[config.mk]
export PLATFORM = sky130hd
export DESIGN_NAME = pulse_event_arbiter_flat
export DESIGN_NICKNAME = d
export VERILOG_FILES = /design/src/rtl/pulse_evt_pkg.sv /design/src/rtl/pulse_event_arbiter_if.sv /design/src/rtl/pulse_cnt4.sv /design/src/rtl/pulse_event_arbiter.sv /design/src/flat_wrapper.sv
export SDC_FILE = /design/constraint.sdc
export NUM_CORES = 1
export LEC_CHECK = 0
export CAP_MARGIN = 20
export CORE_MARGIN = 4
export CORE_UTILIZATION = 40
export CTS_CLUSTER_DIAMETER = 150
export CTS_CLUSTER_SIZE = 40
export DETAILED_ROUTE_END_ITERATION = 16
export MAX_ROUTING_LAYER = met4
export PLACE_DENSITY = 0.59
export SYNTH_ARGS = -nofsm -noshare
export SYNTH_HDL_FRONTEND = slang
export SYNTH_SLANG_ARGS = --single-unit
[constraint.sdc]
create_clock -name clk -period 3.9 [get_ports clk]
set_input_delay 0.585 -clock clk [delete_from_list [all_inputs] [get_ports clk]]
set_output_delay 0.585 -clock clk [all_outputs]
set_load 0.01 [all_outputs]
[src/rtl/pulse_evt_pkg.sv]
// rtl/pulse_evt_pkg.sv - shared types and constants for the pulse event arbiter
// Contents: cnt_state_t (modulo-4 pulse counter states), PEA_N_CH_DEF (default channel count).
package pulse_evt_pkg;

    typedef enum logic [1:0] {
        S0 = 2'd0,
        S1 = 2'd1,
        S2 = 2'd2,
        S3 = 2'd3
    } cnt_state_t;

    localparam int PEA_N_CH_DEF = 4;

endpackage

[src/rtl/pulse_event_arbiter_if.sv]
// rtl/pulse_event_arbiter_if.sv - valid/ready event channel toward the flag handler
// Signals: flag_valid (event presented), flag_ch (channel index), flag_ready (consumer accepts).
// Modports: master = event source (arbiter), slave = event consumer.
interface pulse_event_arbiter_if
    import pulse_evt_pkg::*;
#(
    parameter int N_CH = PEA_N_CH_DEF,
    parameter int CW   = $clog2(N_CH)
);
    logic          flag_valid;
    logic [CW-1:0] flag_ch;
    logic          flag_ready;

    modport master (output flag_valid, output flag_ch, input flag_ready);
    modport slave  (input flag_valid, input flag_ch, output flag_ready);
endinterface

[src/rtl/pulse_cnt4.sv]
// rtl/pulse_cnt4.sv - modulo-4 pulse counter raising evt on every 4th pulse
// Ports: clk, rst (sync active-high), data (one pulse per cycle when 1),
//        evt (combinational: state S3 and data=1, i.e. the wrapping pulse).
module pulse_cnt4
    import pulse_evt_pkg::*;
(
    input  logic clk,
    input  logic rst,
    input  logic data,
    output logic evt
);
    cnt_state_t cnt_q;
    cnt_state_t cnt_d;

    always_ff @(posedge clk) begin
        if (rst) begin
            cnt_q <= S0;
        end else begin
            cnt_q <= cnt_d;
        end
    end

    always_comb begin
        cnt_d = cnt_q;
        if (data) begin
            case (cnt_q)
                S0:      cnt_d = S1;
                S1:      cnt_d = S2;
                S2:      cnt_d = S3;
                default: cnt_d = S0;
            endcase
        end
    end

    always_comb begin
        evt = data && (cnt_q == S3);
    end
endmodule

[src/rtl/pulse_event_arbiter.sv]
// rtl/pulse_event_arbiter.sv - per-channel pulse counters, one-deep event queue, round-robin flag output
// Ports: clk, rst (sync active-high), data[N_CH] (per-channel pulses), ovf_clr (clear overflow),
//        overflow[N_CH] (sticky drop indicator), flag_if (master: flag_valid/flag_ch out, flag_ready in).
module pulse_event_arbiter
    import pulse_evt_pkg::*;
#(
    parameter int N_CH = PEA_N_CH_DEF,
    parameter int CW   = $clog2(N_CH)
) (
    input  logic                  clk,
    input  logic                  rst,
    input  logic [N_CH-1:0]       data,
    input  logic                  ovf_clr,
    output logic [N_CH-1:0]       overflow,
    pulse_event_arbiter_if.master flag_if
);
    logic [N_CH-1:0] evt;

    logic [N_CH-1:0] pend_q, pend_d;
    logic [N_CH-1:0] overflow_q, overflow_d;
    logic            flag_valid_q, flag_valid_d;
    logic [CW-1:0]   flag_ch_q, flag_ch_d;
    logic [CW-1:0]   rr_ptr_q, rr_ptr_d;

    logic            slot_free;
    logic            load;
    logic            found;
    logic [CW-1:0]   win;
    logic [CW:0]     cand;
    logic [N_CH-1:0] loaded;
    logic [N_CH-1:0] drop;

    for (genvar g = 0; g < N_CH; g++) begin : g_cnt
        pulse_cnt4 u_cnt (
            .clk  (clk),
            .rst  (rst),
            .data (data[g]),
            .evt  (evt[g])
        );
    end

    // Round-robin search starting just after the last granted channel.
    // cand is one bit wider so the wrap works for non-power-of-two N_CH.
    always_comb begin
        found = 1'b0;
        win   = '0;
        cand  = '0;
        for (int k = 1; k <= N_CH; k++) begin
            cand = {1'b0, rr_ptr_q} + (CW+1)'(k);
            if (cand >= (CW+1)'(N_CH)) begin
                cand = cand - (CW+1)'(N_CH);
            end
            if (!found && pend_q[cand[CW-1:0]]) begin
                found = 1'b1;
                win   = cand[CW-1:0];
            end
        end
    end

    always_comb begin
        slot_free    = !flag_valid_q || flag_if.flag_ready;
        load         = slot_free && found;
        loaded       = '0;
        drop         = '0;
        pend_d       = pend_q;
        for (int i = 0; i < N_CH; i++) begin
            loaded[i] = load && (win == CW'(i));
            // An event arriving as the channel is loaded refills the slot it just vacated.
            drop[i]   = evt[i] && pend_q[i] && !loaded[i];
            pend_d[i] = (pend_q[i] && !loaded[i]) || evt[i];
        end
        // Set beats clear when both happen in the same cycle.
        overflow_d   = (ovf_clr ? '0 : overflow_q) | drop;
        flag_valid_d = slot_free ? found : flag_valid_q;
        flag_ch_d    = load ? win : flag_ch_q;
        rr_ptr_d     = load ? win : rr_ptr_q;
    end

    always_ff @(posedge clk) begin
        if (rst) begin
            pend_q       <= '0;
            overflow_q   <= '0;
            flag_valid_q <= 1'b0;
            flag_ch_q    <= '0;
            rr_ptr_q     <= CW'(N_CH - 1);
        end else begin
            pend_q       <= pend_d;
            overflow_q   <= overflow_d;
            flag_valid_q <= flag_valid_d;
            flag_ch_q    <= flag_ch_d;
            rr_ptr_q     <= rr_ptr_d;
        end
    end

    assign overflow           = overflow_q;
    assign flag_if.flag_valid = flag_valid_q;
    assign flag_if.flag_ch    = flag_ch_q;
endmodule
[src/flat_wrapper.sv]
// flat-port wrapper written by rule: the top's interface ports become plain ports
module pulse_event_arbiter_flat import pulse_evt_pkg::*;
#(
    parameter int N_CH = PEA_N_CH_DEF,
    parameter int CW   = $clog2(N_CH)
)
  (clk, rst, data, ovf_clr, overflow, flag_if_flag_valid, flag_if_flag_ch, flag_if_flag_ready);
  pulse_event_arbiter_if #(.N_CH(N_CH), .CW(CW)) flag_if_i ();
  input  logic clk;
  input  logic rst;
  input  logic [N_CH-1:0] data;
  input  logic ovf_clr;
  output logic [N_CH-1:0] overflow;
  output wire logic [$bits(flag_if_i.flag_valid)-1:0] flag_if_flag_valid;
  output wire logic [$bits(flag_if_i.flag_ch)-1:0] flag_if_flag_ch;
  input wire logic [$bits(flag_if_i.flag_ready)-1:0] flag_if_flag_ready;
  assign flag_if_flag_valid = flag_if_i.flag_valid;
  assign flag_if_flag_ch = flag_if_i.flag_ch;
  assign flag_if_i.flag_ready = flag_if_flag_ready;
  pulse_event_arbiter #(.N_CH(N_CH), .CW(CW)) u_core (.clk(clk), .rst(rst), .data(data), .ovf_clr(ovf_clr), .overflow(overflow), .flag_if(flag_if_i));
endmodule
### After elaboration in Yosys (flattened, before gate mapping)

Cells that the tools add are included.

* add/sub/neg operators: 8
* order comparisons: 8
* eq/ne operators: 15
* muxes and demuxes: 25
* bitwise operators: 1
* reduce and logical (&&, ||, !) cells: 42

Operators by type and width (count)
* $logic_and 1x1->1: 24
* $pmux 2 s3: 4
* $eq 2x2->1 const B: 10
* $mux 2: 8
* $ge 3x3->1 const B: 4
* $lt 2x3->1 const B: 4
* $eq 2x1->1 const B: 5
* $logic_not 2->1: 5
* $bmux 1 s2: 4
* $logic_not 1->1: 8
* $mux 1: 8
* $sub 2x1->2 const B: 4
* $add 2x2->3 const B: 2
* $logic_or 1x1->1: 5
* $mux 4: 1
* $or 4x4->4: 1
* $add 2x1->3 const B: 1
* $add 2x3->3 const B: 1

* bits in registers: 21
* bits of input ports: 8
* output and inout bits: 7
* logic and storage cells: 108

### Depth between registers and ports, before layout

* depth after elaboration: 20
* depth in mapped cells: 6
* depth with buffers taken out: 6

### By module

Synthesis repeated with hierarchy kept, for this count alone.

* cells, all modules: 120
* area, all modules: 1058.5 µm²

Modules (own cells, without submodules)
* pulse_event_arbiter: times used 1, cells each 68, area each 573.0 µm², seq. area each 260.2 µm²
* pulse_cnt4: times used 4, cells each 13, area each 121.4 µm², seq. area each 40.0 µm²

### Worst setup path after synthesis

OpenSTA, ideal clock, no wires.

* path type: flip-flop to flip-flop
* from: register u_core.pend_q[1]
* to: register u_core.pend_q[2]
* setup time: 0.088 ns
* arrival: 1.380 ns
* required time: 3.812 ns
* slack: 2.432 ns
* cell stages (with the launch flop): 7
* buffers on the path: 2
* period minus slack after synthesis: 1.468 ns
* cell sequence: dfxtp_1 -> buf_6 -> or4_4 -> nand2_2 -> buf_6 -> a21oi_2 -> a311oi_2

* cells in the longest elaborated chain, start to end: 17
* elaborated cells between the ends (all ways): 28
* those cells by class: eq/ne (1); mux (16); reduce/logical (11)

RTL lines
* from (decl): line pulse_event_arbiter.sv:19 `logic [N_CH-1:0] pend_q, pend_d;`
* from (signal assigned): line pulse_event_arbiter.sv:87 `pend_q <= pend_d;`
* $bmux 1 s2: line pulse_event_arbiter.sv:53 `if (!found && pend_q[cand[CW-1:0]]) begin`
* $mux 1 (not written as such): line pulse_event_arbiter.sv:53
* $mux 1: line pulse_event_arbiter.sv:53
* $logic_not 1->1: line pulse_event_arbiter.sv:53
* $logic_and 1x1->1: line pulse_event_arbiter.sv:53
* $mux 1: line pulse_event_arbiter.sv:53
* $logic_not 1->1: line pulse_event_arbiter.sv:53
* $logic_and 1x1->1: line pulse_event_arbiter.sv:53
* $mux 1: line pulse_event_arbiter.sv:53
* $logic_not 1->1: line pulse_event_arbiter.sv:53
* $logic_and 1x1->1: line pulse_event_arbiter.sv:53
* $mux 2 / $mux 1 (equally long branches): line pulse_event_arbiter.sv:53
* $eq 2x2->1 / $logic_and 1x1->1 (equally long branches): line pulse_event_arbiter.sv:67, pulse_event_arbiter.sv:62
* $logic_and 1x1->1 (*): line pulse_event_arbiter.sv:67 `loaded[i] = load && (win == CW'(i));`
* $logic_not 1->1 (*): line pulse_event_arbiter.sv:70 `pend_d[i] = (pend_q[i] && !loaded[i]) || evt[i];`
* $logic_and 1x1->1 (*): line pulse_event_arbiter.sv:70
* $logic_or 1x1->1 (*): line pulse_event_arbiter.sv:70

Mark *: on every way between the ends. The rest lies on a longest branch, timed or not. The select of a mux whose other input is x is not followed.
A chain may end at the register's enable or synchronous reset.

### Worst setup path in the final report

* from: register u_core.overflow_q[1] (netlist: u_core.overflow[1])
* to: output port overflow[1]

RTL lines
* from (decl): line pulse_event_arbiter.sv:20 `logic [N_CH-1:0] overflow_q, overflow_d;`
* from (signal assigned): line pulse_event_arbiter.sv:88 `overflow_q <= overflow_d;`
* to (decl): line flat_wrapper.sv:13 `output logic [N_CH-1:0] overflow;`

No word-level cell between the ends.

==> results.tsv <==
metric	value	unit
Multi-input gate area	681.9	sq um
final weighted congestion in routability-driven placement	0.7229	
Synth Instances	136	
Hold Buf Count CTS	0	
post-route insts no fill	181	
area after detailed placement	1323	sq um
Die ar.	3854	sq um
Slowest cell on crit path	clkdlybuf4s50_1	
flops & latches, synth	21	
outcome	completed	
largest family of logic cells by synthesized area	simple AND/OR/NAND/NOR gates	
register area	420.4	sq um
Peak VDD IR	0.2757	mV
Hold WC Path Type	reg -> reg	
Worst setup EP type	output pin	
share of the synthesized area in the top cell type	0.3594	
Net Count, Synth	156	
Die Ht	62.08	microns
area share of xor/xnor cells in the synthesized design	0	
CTS H-Tree Depth	1	
max cap viols	0	
compound-gate portion of the synthesized area	0.1733	
antenna violations before repair	0	
Power Density	319.2	nW/um^2
Avg Inst Size Synth	8.602	sq um
RSZ-0062 raised after global routing	no	
first-pass GRT wire length	3.864	mm
Critical Path Max Stage Delay	0.55	ns
WL per Instance	12.60	microns
Cell Rows	19	
TNS Setup	0	ns
max-slew violation count	0	
clock tree buffer depth	2	
Mapped Area	1170	sq um
vias in the first global route	917	
worst-path fanout max	3	
CP Depth	1	
Iteration-0 DRC Markers	48	
Area growth, synth to finish	15.29	%
die width	62.08	microns
worst setup path class	reg -> out	
CTS Root Cell	clkbuf_4	
met2 usage	0.2293	
YS warnings	0	
worst skew pair latency	0.31	ns
Final Cell Area	1349	sq um
largest net degree at the start of global routing	24	
f_max	545.3	MHz
final setup fails	0	
layout cells sized above 1	0.08667	
IO buf count	14	
fillers	282	
Worst Path Buf+Inv	1	
WHS Path Cells	2	
Clock Skews	0.004245	ns
DRT Pass-1 Iters	4	
GR Util met3	0.04959	
Top delay family on crit path	buffers and inverters	
Sink Count	21	
Final Hold Vio Count	0	
post-synthesis mux area share	0.06845	
Slew @ Worst Pin	0.3429	ns
CTS tree	yes	
initial core utilization	0.4206	
adder-cell area share of the yosys netlist	0.1283	
Resize count post-CTS	0	
Clock Pin Slew Worst Setup and Hold Paths	0.12	ns
Post-Synth Simple-Gate Area	0.2128	
count leader, synth	nor2_1	
sequential-to-total area share from yosys stat	0.3594	
Total GRT Usage	0.1404	
setup bufs post-CTS	0	
Period minus WS final	1.834	ns
post-synthesis cell type count	28	
nets	171	
list of most frequent post-synthesis cells	nor2_1, dfxtp_1, ha_1	
residual DRC count	0	
Routed WL	2.281	mm
busiest layer in global routing	met2	
Arr. time, crit path	1.25	ns
dpl hpwl	1.650	mm
vias per inst	5.392	
Post-synth ARST share	0	
Worst EP required	3.31	ns
Num CTS Buffers	3	
Post-synth EDFFs	0	
Slew headroom	0.7705	
Synth area leaders	dfxtp_1, ha_1, nor2_1	
Cells after DPL	177	
core area	2781	sq um
ANT nets after route	0	
dominant synthesized flop cell	dfxtp_1	
cell taking the most area after synthesis	dfxtp_1	
number of diodes	0	
routed vias	976	
crit share post-route	0.4702	
leak pwr	0.5482	nW
R2R cell count	4	
CP Cell Sequence	clkdlybuf4s50_1	
I/O Pins	15	
grt ovf	0	
GR Util met1	0.1592	
crit path launch type	flop	
[worst paths after layout]
kind | start | end | slack [ns]
setup / recovery | u_core.overflow[1]$_SDFF_PP0_ | overflow[1] | 2.07
hold / removal | u_core.flag_if.flag_ch[1]$_SDFFE_PP0P_ | u_core.flag_if.flag_ch[1]$_SDFFE_PP0P_ | 0.46
setup reg to reg | u_core.pend_q[1]$_SDFF_PP0_ | u_core.pend_q[0]$_SDFF_PP0_ | 2.29
hold reg to reg | u_core.flag_if.flag_ch[1]$_SDFFE_PP0P_ | u_core.flag_if.flag_ch[1]$_SDFFE_PP0P_ | 0.46
[report_power, final]
group          internal, mW  switching [mW]  total (mW)
registers             0.228          0.0121       0.240
clock network        0.0399          0.0680       0.108
logic                0.0388          0.0435      0.0823
total                 0.307           0.124       0.431
[state kept, by name, indices dropped and copies added, names as in the netlist]
name and cells:
u_core.flag_if.flag_ch 2, u_core.flag_if.flag_valid 1, u_core.g_cnt.u_cnt.cnt_q 8, u_core.overflow 4, u_core.pend_q 4, u_core.rr_ptr_q 2
[cell families after synthesis]
kind of cell,Yosys count
AND/OR/NAND/NOR,52
AO/OA/AOI/OAI,29
adder cells (fa/ha/maj),12
flip-flops,21
buffers and inverters,14
multiplexers,8
[metal layers]
metal  up-vias  share of wire
met1       446           0.44
met3         5          0.067
met2        32           0.48
met4         0          0.014
met5         -              0
li1        493              -
[stage by stage]
stage	setup slack [ns]	hold WS (ns)	utilization	power (mW)
global route	2.010	0.5065	0.4849	0.4590
finish	2.066	0.4646	0.4849	0.4306
floorplan	2.432	0.4670	-	0.3025
detailed placement	1.813	0.4527	0.4755	0.3292
CTS	2.052	0.4701	0.4849	0.4359
global placement	1.855	0.4485	0.4755	0.3237
[cell type report]
type	instances	area share
well taps	31	0.02876
clock buffers	4	0.01948
multi-input cells	101	0.5056
flip-flops and latches	21	0.3117
inverters	9	0.02505
repair buffers	15	0.1095
[placed cells by master (no fill, tap or decap), drive strengths merged]
cell and count:
nor2 27, dfxtp 21, clkdlybuf4s50 14, a21oi 13, ha 12, inv 9
nand2 9, mux2i 8, a211oi 5, nor2b 4, clkbuf 4, o21ai 3
nor3b 3, a22oi 3, and3 2, a311oi 2, and2 2, or2 1
or3b 1, o311a 1, or4 1, or2b 1, nand3 1, a31oi 1
a21boi 1, buf 1
(Power assumes the default switching activity.)
==> RTL change 1: new RTL, config.mk and constraints unchanged <==
Set the package constant `PEA_N_CH_DEF` to 8 (it was 4). Comments in the files are not updated.
--- a/src/rtl/pulse_evt_pkg.sv
+++ b/src/rtl/pulse_evt_pkg.sv
@@ -9,7 +9,7 @@
         S3 = 2'd3
     } cnt_state_t;
 
-    localparam int PEA_N_CH_DEF = 4;
+    localparam int PEA_N_CH_DEF = 8;
 
 endpackage
 
Ports: changed (resized data, flag_if_flag_ch and overflow); port bits go from 15 to 24. The function was not compared with the original's and may differ.
==> RTL change 1 against the original RTL <==
  * Worst setup slack got worse by 1.5 ns
  * Sequential share of layout area shrank 7.7 points
  * Sequential cell count increased by 18
  * Synthesized area rose by 150%
  * Sequential power rose by 110%
  * Cell area grew 150%
  * Die area is 130% higher
  * Final cell count increased by 140%
  * Via count is 140% higher
  * Power grew to 5.0 times the old value
  * Utilization fell by 0.64 points
  * Wire length rose to 2.8 times the old value
  * Combinational power rose to 16 times the old value
  * Critical endpoint is now u_core.pend_q[6]
  * Highest routed layer unchanged
==> RTL change 1: results (changes against the original RTL) <==
largest net degree at the start of global routing=40 (+67%); CP endpoint kind=register; fin crit period=3.36 ns (+1.53 ns); skew final=0.00263 ns (-0.00162 ns); setup slack after placement=0.530 ns (-1.28 ns); Switch Pwr=996 uW (+710%); post-synthesis mux area share=0.159 (+0.0906); I/O Buffers=23 (+9); Max stage delay cell, worst path=mux4_2; pwr dens=650 mW/mm^2 (+100%); hold slack=0.451 ns (-0.0138 ns); total track usage=0.158 (+0.0176); Post-Syn Area per Cell=9.33 sq um (+8.4%); synth unique cells=63 (+130%); sequential area share after synthesis=0.268 (-0.0911); status=complete, no violations; Inserted Clock Buffers=5 (+2); clock power share=0.160 (-0.091); Worst R2R End=u_core.pend_q[6]; CTS clk-pin slew, worst paths=0.07 ns (-0.05 ns); sequential power=503 uW (+110%); final WL=6380 microns (+180%); Worst R2R Start=u_core.rr_ptr_q[0]; Peak VDD IR=0.000322 V (+17%); Layout Nets=374 (+120%); Pleak=0.00133 uW (+140%); first-pass GRT wire length=10700 microns (+180%); DR WL/cell=14.7 microns (+17%); hold path endpoint=u_core.overflow[6]; CP max FO=13 (+10); clock root buffer=clkbuf_8; worst r2r path cells=10 (+6); Post-synth top cells=dfxtp_1 (39), nor2_1 (39), nand2_1 (33), ha_1 (26), inv_1 (26); post-synthesis xor/xnor area fraction=0.0142 (+0.0142); CTS HTree Levels=2 (+1); Reg2Reg Setup Slack=0.54 ns (-1.75 ns); hold path start=u_core.overflow[6]; Adder-Cell Fraction of Synth Area=0.112 (-0.0166); Critical Path AT=3.52 ns (+2.27 ns); Placed Instances=425 (+140%); Slew HR=0.539 (-0.231)
## RTL change 1: cell count changes after synthesis, moves of 4 or more
cell / unedited run / this run
nand2_1: 8 / 33
dfxtp_1: 21 / 39
inv_1: 9 / 26
ha_1: 12 / 26
nor2_1: 27 / 39
mux2i_1: 8 / 19
mux4_2: 0 / 9
nand3_1: 1 / 7
o41ai_1: 0 / 5
nand2b_1: 0 / 4
o21ai_1: 0 / 4
o22ai_1: 0 / 4
## RTL change 1: final cells by class
type	count	area [sq um]
flip-flops and latches	39	781
inverters	26	97.6
clock inverters	2	35.0
well taps	96	120
fillers	673	3620
repair buffers	28	268
multi-input cells	236	1940
clock buffers	6	82.6
## RTL change 1: metal layers
| layer | share of wire | track usage |
|---|---|---|
| met1 | 0.47 | 0.200 |
| met2 | 0.49 | 0.256 |
| met3 | 0.032 | 0.0225 |
| met4 | 0.016 | 0.0598 |
| met5 | 0 | - |
==> RTL change 2: new RTL, same settings <==
Made on the original files. The 4 states of `cnt_state_t` get a one-hot encoding in 4 bits.
--- a/src/rtl/pulse_evt_pkg.sv
+++ b/src/rtl/pulse_evt_pkg.sv
@@ -2,11 +2,11 @@
 // Contents: cnt_state_t (modulo-4 pulse counter states), PEA_N_CH_DEF (default channel count).
 package pulse_evt_pkg;
 
-    typedef enum logic [1:0] {
-        S0 = 2'd0,
-        S1 = 2'd1,
-        S2 = 2'd2,
-        S3 = 2'd3
+    typedef enum logic [3:0] {
+        S0 = 4'b0001,
+        S1 = 4'b0010,
+        S2 = 4'b0100,
+        S3 = 4'b1000
     } cnt_state_t;
 
     localparam int PEA_N_CH_DEF = 4;
Function: same outputs for any inputs over 10 cycles, from zero or initial values and one cycle with rst high; not proved beyond that.
==> RTL change 2 against the original RTL <==
  * Synthesized cell count grew 16%
  * Sequential cell count grew 8
  * Worst setup slack gained 0.0074 ns
  * Power grew 30%
  * Final cell count grew 24%
  * Cell area grew 25%
  * Synthesized area grew 22%
  * Clock power grew 70%
  * Global-route usage grew 1.7 points
  * Wire length grew 36%
  * Critical path type unchanged
  * Critical endpoint is now flag_if_flag_valid
==> RTL change 2: results (changes against the original RTL) <==
total track usage=0.157 (+0.0169); CTS clk-pin slew, worst paths=0.09 ns (-0.03 ns); DR iter-0 viols=87 (+81%); DP Wirelength=2170 microns (+32%); largest net degree at the start of global routing=22 (-8.3%); number of flip-flops in the largest register=16 (+8); Worst R2R Start=u_core.rr_ptr_q[1]; DR WL/cell=13.8 microns (+9.5%); sequential area share after synthesis=0.406 (+0.0462); top cells by area, synth=dfxtp_1 (41%), a21oi_1 (4.9%), nor2_1 (4.7%); Most flops, register=u_core.g_cnt.u_cnt.cnt_q; Pleak=0.000574 uW (+4.8%); Critical Path AT=1.24 ns; Peak VDD IR=0.000205 V (-26%); skew final=0.00524 ns (+0.000998 ns); synth unique cells=49 (+75%); CP max stage delay=0.55 ns (about the same); CP max FO=4 (+1); total iterations of the first detailed-routing run=4 (unchanged); first-pass GRT wire length=5200 microns (+35%); CTS resizes=0 (unchanged); Hold/Removal Path Class=register to register; vias per cell=5.45 (+1.0%); share of post-route cells with drive strength above 1=0.124 (+0.0369); Placed Instances=217 (+23%); Layout Nets=186 (+8.8%); Inserted Clock Buffers=5 (+2); status=complete, no violations; Post-synth top cells=dfxtp_1 (29), nor2_1 (18), a21oi_1 (14), nand2_1 (13), nand2b_1 (10); routed vias=1220 (+25%); Setup crit end=flag_if_flag_valid; CTS HTree Levels=2 (+1); Post-Syn Area per Cell=9.06 sq um (+5.3%); routability cong.=0.841 (+16%); Mapped Nets=166 (+6.4%); Worst Setup SP=u_core.flag_if.flag_valid; I/O Buffers=14 (unchanged); Slew HR=0.656 (-0.114); internal power=419 uW (+37%)
==> RTL change 2: changes by cell type in the layout (fill, tap and decap cells not counted), sizes merged, moves of 5 or more <==
cell    before  now
o22ai        0    5
nand2b       0   10
mux2i        8    1
ha          12    0
dfxtp       21   29
nor2        27   19
==> RTL change 2: power by group through the flow <==
stage                     Combinational (uW)  Sequential (uW)  Clock [uW]
final                                   55.9              318         184
after global routing                    63.2              320         202
after CTS                               56.2              317         192
after detailed placement                55.8              324           0
after global placement                  53.8              323           0
after floorplan                         38.7              321           0
==> RTL change 2: stage by stage <==
step | area (sq um) | worst slack [ns] | hold WS [ns]
4_1_cts | 1680 | 2.06 | 0.473
6_report | 1680 | 2.07 | 0.465
3_5_place_dp | 1630 | 1.79 | 0.460
3_3_place_gp | 1630 | 1.83 | 0.444
2_1_floorplan | 1430 | 2.44 | 0.472
5_1_grt | 1680 | 1.98 | 0.494
==> RTL change 2: layout make-up <==
| type | count | area [sq um] |
|---|---|---|
| Fill cell | 312 | 1710 |
| Multi-Input combinational cell | 121 | 820 |
| Sequential cell | 29 | 581 |
| Timing Repair Buffer | 15 | 148 |
| Tap cell | 46 | 57.6 |
| Clock buffer | 7 | 55.1 |
| Inverter | 6 | 22.5 |
==> RTL change 2: worst min-delay path by stage <==
| stage | start | endpoint | cells after the start |
|---|---|---|---|
| after floorplan | u_core.g_cnt[1].u_cnt.cnt_q[3] | u_core.g_cnt[1].u_cnt.cnt_q[3] | 2 |
| after global placement | u_core.flag_if.flag_ch[1] | u_core.flag_if.flag_ch[1] | 2 |
| after detailed placement | u_core.flag_if.flag_ch[1] | u_core.flag_if.flag_ch[1] | 2 |
| after CTS | u_core.flag_if.flag_ch[1] | u_core.flag_if.flag_ch[1] | 2 |
| after global routing | u_core.flag_if.flag_ch[1] | u_core.flag_if.flag_ch[1] | 2 |
| final | u_core.flag_if.flag_ch[1] | u_core.flag_if.flag_ch[1] | 2 |
==> RTL change 2: cell families (layout without fill, tap and decap cells) <==
kind of cell              count (synthesis)  in the layout  synth area share
and+or+nand+nor                          73             73             0.309
xor gates and xnor gates                  3              3            0.0184
AOI/OAI and AO/OA                        43             43             0.231
DFF                                      29             29             0.406
buffers and inverters                     8             28            0.0218
muxes                                     2              2            0.0149
==> RTL change 2: per-layer routing <==
| metal | track usage | wire length [microns] | vias to the layer above |
|---|---|---|---|
| met5 | - | 0 | - |
| met4 | 0.0893 | 56 | 0 |
| li1 | - | - | 630 |
| met3 | 0.0394 | 116 | 5 |
| met2 | 0.250 | 1490 | 29 |
| met1 | 0.180 | 1430 | 556 |
